### config.mk
export PLATFORM = sky130hd
export DESIGN_NAME = tc_io_pinmux_ctrl
export DESIGN_NICKNAME = d
export VERILOG_FILES = /design/src/rtl/tc_io_pkg.sv /design/src/rtl/tc_io_pad_seq.sv /design/src/rtl/tc_io_pinmux_ctrl.sv
export SDC_FILE = /design/constraint.sdc
export NUM_CORES = 1
export LEC_CHECK = 0
export CAP_MARGIN = 10
export CORE_MARGIN = 10
export CORE_UTILIZATION = 25
export DETAILED_ROUTE_END_ITERATION = 8
export SYNTH_ARGS = -nofsm -noshare
export SYNTH_HDL_FRONTEND = slang
export SYNTH_SLANG_ARGS = --single-unit
### constraint.sdc
create_clock -name clk_i -period 3.9 [get_ports clk_i]
set_input_delay 1.17 -clock clk_i [delete_from_list [all_inputs] [get_ports clk_i]]
set_output_delay 1.17 -clock clk_i [all_outputs]
set_load 0.05 [all_outputs]
### src/rtl/tc_io_pkg.sv
// Shared types and constants for the IO pad multiplexer.
//   funcsel_t   - 2-bit function select; function 0 is GPIO
//   REG_*       - word addresses of the register port
//   pad_state_e - per-pad sequencer state
package tc_io_pkg;

    typedef logic [1:0] funcsel_t;

    localparam logic [1:0] REG_FUNCSEL = 2'd0;
    localparam logic [1:0] REG_BUSY    = 2'd1;
    localparam logic [1:0] REG_PADIN   = 2'd2;

    typedef enum logic {
        ACTIVE = 1'b0,
        TURN   = 1'b1
    } pad_state_e;

endpackage

### src/rtl/tc_io_pad_seq.sv
// One pad's function sequencer: current/requested function, high-Z turnaround
// counter and the output/input muxes.
//   clk_i, rst_n_i   - clock, async active-low reset
//   wr_i, wr_sel_i   - accepted FUNCSEL write carrying a legal field for this pad
//   fn_c2p_i/fn_oe_i - per-function output data / enable for this pad
//   sync_i           - synchronised pad input
//   fn_p2c_o         - pad input routed to the selected function only
//   pad_c2p_o/pad_c2p_en_o - pad drive data / enable
//   busy_o           - pad is in its turnaround window
//   sel_o            - requested function (software readback view)
module tc_io_pad_seq
    import tc_io_pkg::*;
#(
    parameter int unsigned NUM_FUNC = 4,
    parameter int unsigned TURN_CYC = 4
) (
    input  logic                clk_i,
    input  logic                rst_n_i,
    input  logic                wr_i,
    input  logic [1:0]          wr_sel_i,
    input  logic [NUM_FUNC-1:0] fn_c2p_i,
    input  logic [NUM_FUNC-1:0] fn_oe_i,
    input  logic                sync_i,
    output logic [NUM_FUNC-1:0] fn_p2c_o,
    output logic                pad_c2p_o,
    output logic                pad_c2p_en_o,
    output logic                busy_o,
    output logic [1:0]          sel_o
);

    localparam logic [7:0] TurnLoad = 8'(TURN_CYC);

    pad_state_e state_q, state_d;
    funcsel_t   cur_q, cur_d;
    funcsel_t   nxt_q, nxt_d;
    logic [7:0] cnt_q, cnt_d;

    always_comb begin
        state_d = state_q;
        cur_d   = cur_q;
        nxt_d   = nxt_q;
        cnt_d   = cnt_q;
        case (state_q)
            ACTIVE: begin
                if (wr_i && (wr_sel_i != cur_q)) begin
                    nxt_d   = wr_sel_i;
                    cnt_d   = TurnLoad;
                    state_d = TURN;
                end
            end
            TURN: begin
                // Any write while turning restarts the window, even one back to cur.
                if (wr_i) begin
                    nxt_d = wr_sel_i;
                    cnt_d = TurnLoad;
                end else if (cnt_q == 8'd1) begin
                    cur_d   = nxt_q;
                    state_d = ACTIVE;
                end else begin
                    cnt_d = cnt_q - 8'd1;
                end
            end
            default: state_d = ACTIVE;
        endcase
    end

    always_ff @(posedge clk_i or negedge rst_n_i) begin
        if (!rst_n_i) begin
            state_q <= ACTIVE;
            cur_q   <= '0;
            nxt_q   <= '0;
            cnt_q   <= '0;
        end else begin
            state_q <= state_d;
            cur_q   <= cur_d;
            nxt_q   <= nxt_d;
            cnt_q   <= cnt_d;
        end
    end

    // Drive and input routing only while ACTIVE; TURN forces high-Z and blocks p2c.
    always_comb begin
        pad_c2p_o    = 1'b0;
        pad_c2p_en_o = 1'b0;
        fn_p2c_o     = '0;
        if (state_q == ACTIVE) begin
            for (int unsigned f = 0; f < NUM_FUNC; f++) begin
                if (cur_q == 2'(f)) begin
                    pad_c2p_o    = fn_c2p_i[f];
                    pad_c2p_en_o = fn_oe_i[f];
                    fn_p2c_o[f]  = sync_i;
                end
            end
        end
    end

    assign busy_o = (state_q == TURN);
    assign sel_o  = nxt_q;

endmodule

### src/rtl/tc_io_pinmux_ctrl.sv
// Pad-ring function multiplexer: NUM_PAD sequencers, a 2-flop input
// synchroniser and a single-outstanding register port.
//   clk_i, rst_n_i        - clock, async active-low reset
//   cfg_*                 - register port (valid/ready, 2-bit word address)
//   fn_c2p_i/fn_oe_i      - function outputs, bit [f*NUM_PAD+p]
//   fn_p2c_o              - synchronised pad inputs per function, same packing
//   pad_c2p_o/pad_c2p_en_o/pad_p2c_i - pad ring connections
module tc_io_pinmux_ctrl
    import tc_io_pkg::*;
#(
    parameter int unsigned NUM_PAD  = 8,
    parameter int unsigned NUM_FUNC = 4,
    parameter int unsigned TURN_CYC = 4
) (
    input  logic                         clk_i,
    input  logic                         rst_n_i,
    input  logic                         cfg_valid_i,
    input  logic                         cfg_we_i,
    input  logic [1:0]                   cfg_addr_i,
    input  logic [31:0]                  cfg_wdata_i,
    output logic                         cfg_ready_o,
    output logic [31:0]                  cfg_rdata_o,
    input  logic [NUM_FUNC*NUM_PAD-1:0]  fn_c2p_i,
    input  logic [NUM_FUNC*NUM_PAD-1:0]  fn_oe_i,
    output logic [NUM_FUNC*NUM_PAD-1:0]  fn_p2c_o,
    output logic [NUM_PAD-1:0]           pad_c2p_o,
    output logic [NUM_PAD-1:0]           pad_c2p_en_o,
    input  logic [NUM_PAD-1:0]           pad_p2c_i
);

    logic                 ready_q, ready_d;
    logic [31:0]          rdata_q, rdata_d;
    logic [NUM_PAD-1:0]   sync1_q, sync2_q;
    logic                 acc, wr_funcsel;
    logic [NUM_PAD-1:0]   pad_wr, busy;
    logic [31:0]          funcsel_rd;
    funcsel_t             sel_pad [NUM_PAD];
    logic [NUM_FUNC-1:0]  c2p_pad [NUM_PAD];
    logic [NUM_FUNC-1:0]  oe_pad  [NUM_PAD];
    logic [NUM_FUNC-1:0]  p2c_pad [NUM_PAD];

    // Ready is low on the cycle after each accept, so accepts are never back-to-back.
    assign acc        = cfg_valid_i & ~ready_q;
    assign wr_funcsel = acc & cfg_we_i & (cfg_addr_i == REG_FUNCSEL);

    // Regroup function-major packing into per-pad vectors and back.
    always_comb begin
        c2p_pad  = '{default: '0};
        oe_pad   = '{default: '0};
        fn_p2c_o = '0;
        for (int unsigned p = 0; p < NUM_PAD; p++) begin
            for (int unsigned f = 0; f < NUM_FUNC; f++) begin
                c2p_pad[p][f]              = fn_c2p_i[f*NUM_PAD+p];
                oe_pad[p][f]               = fn_oe_i[f*NUM_PAD+p];
                fn_p2c_o[f*NUM_PAD+p]      = p2c_pad[p][f];
            end
        end
    end

    for (genvar p = 0; p < NUM_PAD; p++) begin : g_pad
        // Out-of-range selects leave this pad's field untouched.
        assign pad_wr[p] = wr_funcsel & (32'(cfg_wdata_i[2*p +: 2]) < NUM_FUNC);

        tc_io_pad_seq #(
            .NUM_FUNC (NUM_FUNC),
            .TURN_CYC (TURN_CYC)
        ) u_seq (
            .clk_i        (clk_i),
            .rst_n_i      (rst_n_i),
            .wr_i         (pad_wr[p]),
            .wr_sel_i     (cfg_wdata_i[2*p +: 2]),
            .fn_c2p_i     (c2p_pad[p]),
            .fn_oe_i      (oe_pad[p]),
            .sync_i       (sync2_q[p]),
            .fn_p2c_o     (p2c_pad[p]),
            .pad_c2p_o    (pad_c2p_o[p]),
            .pad_c2p_en_o (pad_c2p_en_o[p]),
            .busy_o       (busy[p]),
            .sel_o        (sel_pad[p])
        );
    end

    always_comb begin
        funcsel_rd = '0;
        for (int unsigned p = 0; p < NUM_PAD; p++) begin
            funcsel_rd[2*p +: 2] = sel_pad[p];
        end
    end

    always_comb begin
        ready_d = acc;
        rdata_d = '0;
        if (acc && !cfg_we_i) begin
            case (cfg_addr_i)
                REG_FUNCSEL: rdata_d = funcsel_rd;
                REG_BUSY:    rdata_d[NUM_PAD-1:0] = busy;
                REG_PADIN:   rdata_d[NUM_PAD-1:0] = sync2_q;
                default:     rdata_d = '0;
            endcase
        end
    end

    always_ff @(posedge clk_i or negedge rst_n_i) begin
        if (!rst_n_i) begin
            ready_q <= 1'b0;
            rdata_q <= '0;
            sync1_q <= '0;
            sync2_q <= '0;
        end else begin
            ready_q <= ready_d;
            rdata_q <= rdata_d;
            sync1_q <= pad_p2c_i;
            sync2_q <= sync1_q;
        end
    end

    assign cfg_ready_o = ready_q;
    assign cfg_rdata_o = rdata_q;

endmodule

==> results.sh, run 1 <==
export IMPL_rr_worst_depth=6
export IMPL_rows=65
export IMPL_final_common_cell="clkdlybuf4s50_1"
export IMPL_rsz0062_at_grt="no"
export IMPL_wl_per_cell_um=16.6
export IMPL_fmaxAchievable_mhz=276
export IMPL_async_reset_ff_frac=1.00
export IMPL_clockBufferDepth=2
export IMPL_setup_ws_ns=0.275
export IMPL_crit_required_ns=2.73
export IMPL_nets=1019
export IMPL_hpwl_um=16600
export IMPL_finalHoldViolCount=0
export IMPL_total_power_uw=7140
export IMPL_numCtsBuffers=17
export IMPL_fill_cells=3153
export IMPL_cts_tree="built"
export IMPL_regArea_sq_um=3430
export IMPL_antenna_found_initial=4
export IMPL_crit_fanout=1
export IMPL_synth_edf_count=0
export IMPL_num_vias=6231
export IMPL_die_area_sq_um=39400
export IMPL_slew_headroom=0.327
export IMPL_multi_input_area_sq_um=4100
export IMPL_grt_overflow=0
export IMPL_synth_area_per_cell_sq_um=10.6
export IMPL_drv_cap=0
export IMPL_netlist_instances=752
export IMPL_root_buffer="clkbuf_16"
export IMPL_power_static_leakage_uw=0.00442
export IMPL_clkSinkCount=137
export IMPL_routed_wl_um=21800
export IMPL_hold_path_startpoint="sync1_q[3]"
export IMPL_cts_clk_slew_worst_paths_ns=0.06
export IMPL_final_util=0.332
export IMPL_first_pass_iters=5
export IMPL_min_to="sync2_q[3]"
export IMPL_fin_crit_sh=0.930
export IMPL_setup_worst_path_end_class="output port"
export IMPL_whs_path_depth=0
export IMPL_cp_slowest_cell="mux4_2"
export IMPL_finalSetupViolations=0
export IMPL_met1_usage=0.133
export IMPL_mostFrequentLayoutCells="141 x clkdlybuf4s50_1, 137 x dfrtp_1, 57 x nand2_1"
export IMPL_slowest_delay_ns=0.48
export IMPL_worst_r2r_setup_slack_ns=1.70
export IMPL_drc_errors=0
export IMPL_use_met2=0.188
export IMPL_ios=191
export IMPL_area_growth_syn_to_layout_pct=31.1
export IMPL_yosysWarnings=0
export IMPL_grt_max_degree=54
export IMPL_cts_resized=0
export IMPL_slew_violations=0
export IMPL_grt_usage=0.111
export IMPL_layout_drive_gt1_share=0.155
export IMPL_fin_tns_setup_ns=0
export IMPL_insertion_delay_ns=0.43
export IMPL_synth_seq_cells=137
export IMPL_reg2reg_from="g_pad[2].u_seq.cnt_q[1]"
export IMPL_outcome="finished clean"
export IMPL_first_iter_violations=411
export IMPL_r2r_end="g_pad[2].u_seq.cur_q[0]"
export IMPL_vdd_drop_max_uv=414
export IMPL_dieWidth_um=199
export IMPL_first_global_vias=6369
export IMPL_gp_congestion=0.852
export IMPL_globalRouteMet3Util=0.0370
export IMPL_fp_dieH_um=199
export IMPL_synth_seq_area_share=0.430
export IMPL_io_buffers=158
export IMPL_cts_setup_buffers=0
export IMPL_critPathKind="in -> out"
export IMPL_worstPathArrival_ns=2.46
export IMPL_final_setup_skew_ns=0.0180
export IMPL_h_tree_depth=4
export IMPL_ys_flop_type="dfrtp_1"
export IMPL_min_path_type="reg -> reg"
export IMPL_dp_worst_setup_slack_ns=0.257
export IMPL_core_area_sq_um=31500
export IMPL_place_area_sq_um=9840
export IMPL_worst_slew_pin_slew_ns=0.997
export IMPL_cp_cell_sequence="clkdlybuf4s50_1 > mux4_2 > and2_1 > buf_4"
export IMPL_grt_busiest_layer="met2"
export IMPL_finalInstanceArea_sq_um=10400
export IMPL_critPathLaunchType="input port"
export IMPL_grt_pass1_wl_um=35000
export IMPL_fin_crit_ns=3.63
export IMPL_start_util=0.253
export IMPL_cellPowerDensity_nw_per_um2=684
export IMPL_ant_nets=0
export IMPL_synth_distinct_cells=66
export IMPL_syn_area_sq_um=7970
export IMPL_cts_hold_buf=0
export IMPL_via_per_inst=4.76
[critical path, delay by kind of cell]
| kind | cells | cell delay, ns |
|---|---|---|
| multiplexers | 1 | 0.48 |
| AND/OR/NAND/NOR | 1 | 0.16 |
| buffers and inverters | 2 | 0.63 |
[through the flow]
step	instances	hold slack [ns]
2_1_floorplan	767	0.331
3_3_place_gp	1276	0.333
3_5_place_dp	1276	0.336
4_1_cts	1308	0.348
5_1_grt	1308	0.352
6_report	1310	0.347
[worst max-delay path by stage]
stage,startpoint,to,slack (ns),depth (start not counted)
3_3_place_gp,fn_oe_i[26],pad_c2p_en_o[2],0.27,4
5_1_grt,fn_oe_i[26],pad_c2p_en_o[2],0.23,4
3_5_place_dp,fn_oe_i[16],pad_c2p_en_o[0],0.26,4
2_1_floorplan,g_pad[7].u_seq.busy_o,fn_p2c_o[7],0.45,2
4_1_cts,fn_oe_i[16],pad_c2p_en_o[0],0.26,4
6_report,fn_oe_i[26],pad_c2p_en_o[2],0.27,4
[flip-flops by register name (all words and copies together), names as in the netlist]
signal and cells:
cfg_rdata_o 16, g_pad.u_seq.busy_o 8, sync2_q 8, g_pad.u_seq.cur_q 16, cfg_ready_o 1, g_pad.u_seq.cnt_q 64, g_pad.u_seq.sel_o 16, sync1_q 8
[synthesized netlist by cell type (3+ instances only)]
master,count,area (sq um)
mux2_2,33,372
inv_1,28,105
a2111oi_2,7,105
nor4bb_1,6,60.1
and2_1,27,169
buf_2,6,30.0
mux2i_1,40,400
nor2_1,42,158
a211oi_1,18,135
nor4_1,6,37.5
a221o_1,5,50.1
nor3b_1,9,67.6
nand3_1,9,45.0
a32o_1,4,40.0
nor4b_1,7,61.3
dfrtp_1,137,3430
mux4_2,16,360
nand2_1,57,214
o211ai_1,9,67.6
nand2b_1,33,206
and3_1,11,68.8
nor2b_1,7,43.8
o2bb2ai_1,4,35.0
xor2_1,17,149
buf_4,33,248
o21ai_0,11,55.1
a22o_1,3,26.3
ha_1,16,200
clkbuf_1,25,93.8
or3b_2,6,52.6
a21oi_1,22,110
nor3_1,14,70.1
or4_1,7,52.6
and4_1,3,26.3
a21o_1,4,30.0
or3_1,15,93.8
o311ai_2,5,81.3
o22ai_1,11,68.8
o32ai_1,3,26.3
[cell type report]
class                   instances  share of cell area
inverters                      30              0.0108
multi-input cells             533               0.392
well taps                     402              0.0482
flip-flops and latches        137               0.328
clock buffers                  18              0.0421
diodes                          2            0.000479
clock inverters                14              0.0152
repair buffers                174               0.163
[per-layer routing]
| metal | vias to the layer above | wire, um |
|---|---|---|
| li1 | 2997 | - |
| met1 | 3068 | 9360 |
| met2 | 146 | 10900 |
| met3 | 18 | 1290 |
| met4 | 2 | 172 |
| met5 | - | 13 |
[kinds of logic after synthesis]
kind of cell             count (synthesis)  synth area share
AND/OR/NAND/NOR                        266             0.189
buffers and inverters                   97            0.0631
flip-flops                             137             0.430
other                                    1          0.000471
multiplexers                            89             0.142
AO/OA/AOI/OAI                          129             0.132
XOR/XNOR                                17            0.0187
adder cells (fa/ha/maj)                 16            0.0251
[power by group]
part           switching (uW)  internal [uW]
clock network             662            971
registers                 663           1920
logic                    1610           1320
total                    2930           4210
Note: power is estimated with default switching activity, not from simulation.
==> run 2, diff against run 1 <==
--- a/config.mk
+++ b/config.mk
@@ -10,4 +10,5 @@
 export CORE_UTILIZATION = 25
 export DETAILED_ROUTE_END_ITERATION = 8
+export GPL_TIMING_DRIVEN = 0
 export SYNTH_ARGS = -nofsm -noshare
 export SYNTH_HDL_FRONTEND = slang
==> constraint.sdc (replaced) <==
create_clock -name clk_i -period 3.9 [get_ports clk_i]
set_input_delay 1.17 -clock clk_i [delete_from_list [all_inputs] [get_ports clk_i]]
set_output_delay 1.17 -clock clk_i [all_outputs]
set_load 0.1 [all_outputs]
==> results.sh, run 2 (synthesized netlist as in run 1, its figures left out) <==
export IMPL_outcome="finished clean"
export IMPL_clkSinkCount=137
export IMPL_cts_setup_buffers=0
export IMPL_p_int_uw=4230
export IMPL_slew_headroom=0.314
export IMPL_pwr_share_seq=0.299
export IMPL_grt_pass1_wl_um=37900
export IMPL_num_vias=6468
export IMPL_place_area_sq_um=10200
export IMPL_rsz0062_at_grt="no"
export IMPL_crit_required_ns=2.73
export IMPL_via_per_inst=4.76
export IMPL_fin_tns_setup_ns=0
export IMPL_finalHoldViolCount=0
export IMPL_drc_errors=0
export IMPL_pwr_share_clk=0.202
export IMPL_layout_drive_gt1_share=0.187
export IMPL_ios=191
export IMPL_final_setup_skew_ns=0.00782
export IMPL_first_iter_violations=508
export IMPL_cellPowerDensity_nw_per_um2=732
export IMPL_regMostFlops="g_pad.u_seq.cnt_q"
export IMPL_setup_worst_path_end_class="output port"
export IMPL_cts_hold_buf=0
export IMPL_nets=1070
export IMPL_rows=65
export IMPL_ant_nets=0
export IMPL_wl_per_cell_um=17.9
export IMPL_cts_clk_slew_worst_paths_ns=0.06
export IMPL_slew_violations=0
export IMPL_insertion_delay_ns=0.42
export IMPL_final_common_cell="dfrtp_1"
export IMPL_antenna_found_initial=0
export IMPL_switching_share=0.462
export IMPL_slowest_delay_ns=0.47
export IMPL_numCtsBuffers=17
export IMPL_grt_max_degree=75
export IMPL_crit_fanout=1
export IMPL_critPathLaunchType="input port"
export IMPL_area_growth_syn_to_layout_pct=34.7
export IMPL_switchingPower_uw=3630
export IMPL_grt_overflow=0
export IMPL_fill_cells=3118
export IMPL_root_buffer="clkbuf_16"
export IMPL_gp_congestion=0.867
export IMPL_fp_dieH_um=199
export IMPL_first_pass_iters=4
export IMPL_cts_resized=87
export IMPL_io_buffers=157
export IMPL_fin_crit_ns=3.84
export IMPL_cp_slowest_cell="mux4_2"
export IMPL_power_static_leakage_uw=0.00489
export IMPL_antenna_cells=0
export IMPL_first_global_vias=6730
export IMPL_min_path_type="reg -> reg"
export IMPL_mostFrequentLayoutCells="137 x dfrtp_1, 117 x clkdlybuf4s50_1, 57 x nand2_1"
export IMPL_critPathKind="in -> out"
export IMPL_dieWidth_um=199
export IMPL_die_area_sq_um=39400
export IMPL_fmaxAchievable_mhz=261
export IMPL_worstPathArrival_ns=2.67
export IMPL_vdd_drop_max_uv=357
export IMPL_hpwl_um=18200
export IMPL_finalInstanceArea_sq_um=10700
export IMPL_start_util=0.253
export IMPL_largest_register_ffs=64
export IMPL_core_area_sq_um=31500
export IMPL_drv_cap=0
export IMPL_grt_usage=0.123
export IMPL_h_tree_depth=4
export IMPL_worst_slew_pin_slew_ns=1.03
export IMPL_cp_cell_sequence="clkdlybuf4s50_1 > mux4_2 > and2_1 > buf_4 > buf_2"
export IMPL_finalSetupViolations=0
export IMPL_routed_wl_um=24300
export IMPL_fin_crit_sh=0.984
export IMPL_cts_tree="built"
export IMPL_clockBufferDepth=2
export IMPL_pwr_share_comb=0.499
## run 2: changes by cell type in the layout (fill, tap and decap cells not counted), moves of 6 or more
cell / change
buf_2: +21
clkbuf_1: +25
clkdlybuf4s50_1: -24
dlygate4sd2_1: +7
dlymetal6s2s_1: +15
nor4bb_1: -6
nor4bb_2: +6
## run 2: final timing paths
kind                                    from                      end  slack, ns  cells after the start
worst max-delay path            fn_c2p_i[30]             pad_c2p_o[6]       0.06                      5
worst min-delay path              sync1_q[2]               sync2_q[2]       0.35                      0
worst max register to register   cfg_ready_o  g_pad[5].u_seq.cnt_q[5]       1.21                      5
worst min register to register    sync1_q[2]               sync2_q[2]       0.35                      0
max in group asynchronous            rst_n_i    g_pad[6].u_seq.busy_o       2.37                      2
min in group asynchronous            rst_n_i  g_pad[7].u_seq.cur_q[1]       0.73                      1
## run 2: power by group through the flow
stage	Clock [uW]	Combinational [uW]	Sequential [uW]
3_5_place_dp	0	4000	2360
4_1_cts	1630	3940	2350
2_1_floorplan	0	3120	2280
6_report	1590	3920	2350
5_1_grt	1690	4250	2430
3_3_place_gp	0	3940	2350
## run 2: layout make-up
class	instances	area, sq um	share of cell area
Multi-Input combinational cell	533	4180	0.389
Sequential cell	137	3430	0.319
Timing Repair Buffer	158	1550	0.144
Tap cell	402	503	0.0469
Clock buffer	18	439	0.0409
Buffer	67	390	0.0364
Clock inverter	14	139	0.0129
Inverter	30	113	0.0105
## run 2: routing by layer
layer | up-vias | track usage | wire length (um)
met1 | 3181 | 0.154 | 10800
li1 | 3102 | - | -
met5 | - | 0 | 0
met4 | 0 | 0.0274 | 206
met2 | 171 | 0.199 | 11400
met3 | 14 | 0.0431 | 1820
## run 2: critical path: cells and delay by family
| kind | cells | cell delay, ns |
|---|---|---|
| buffers and inverters | 3 | 0.85 |
| muxes | 1 | 0.47 |
| and+or+nand+nor | 1 | 0.16 |
## run 2: through the flow
| step | power, uW | instances | worst slack, ns | utilization | hold slack [ns] |
|---|---|---|---|---|---|
| after global routing | 8370 | 1359 | 0.00430 | 0.341 | 0.357 |
| after floorplan | 5400 | 767 | 0.228 | - | 0.331 |
| final | 7850 | 1359 | 0.0623 | 0.341 | 0.348 |
| after CTS | 7910 | 1359 | 0.00135 | 0.340 | 0.349 |
| after detailed placement | 6360 | 1327 | -0.656 | 0.324 | 0.335 |
| after global placement | 6280 | 1326 | -4.23 | 0.323 | 0.333 |
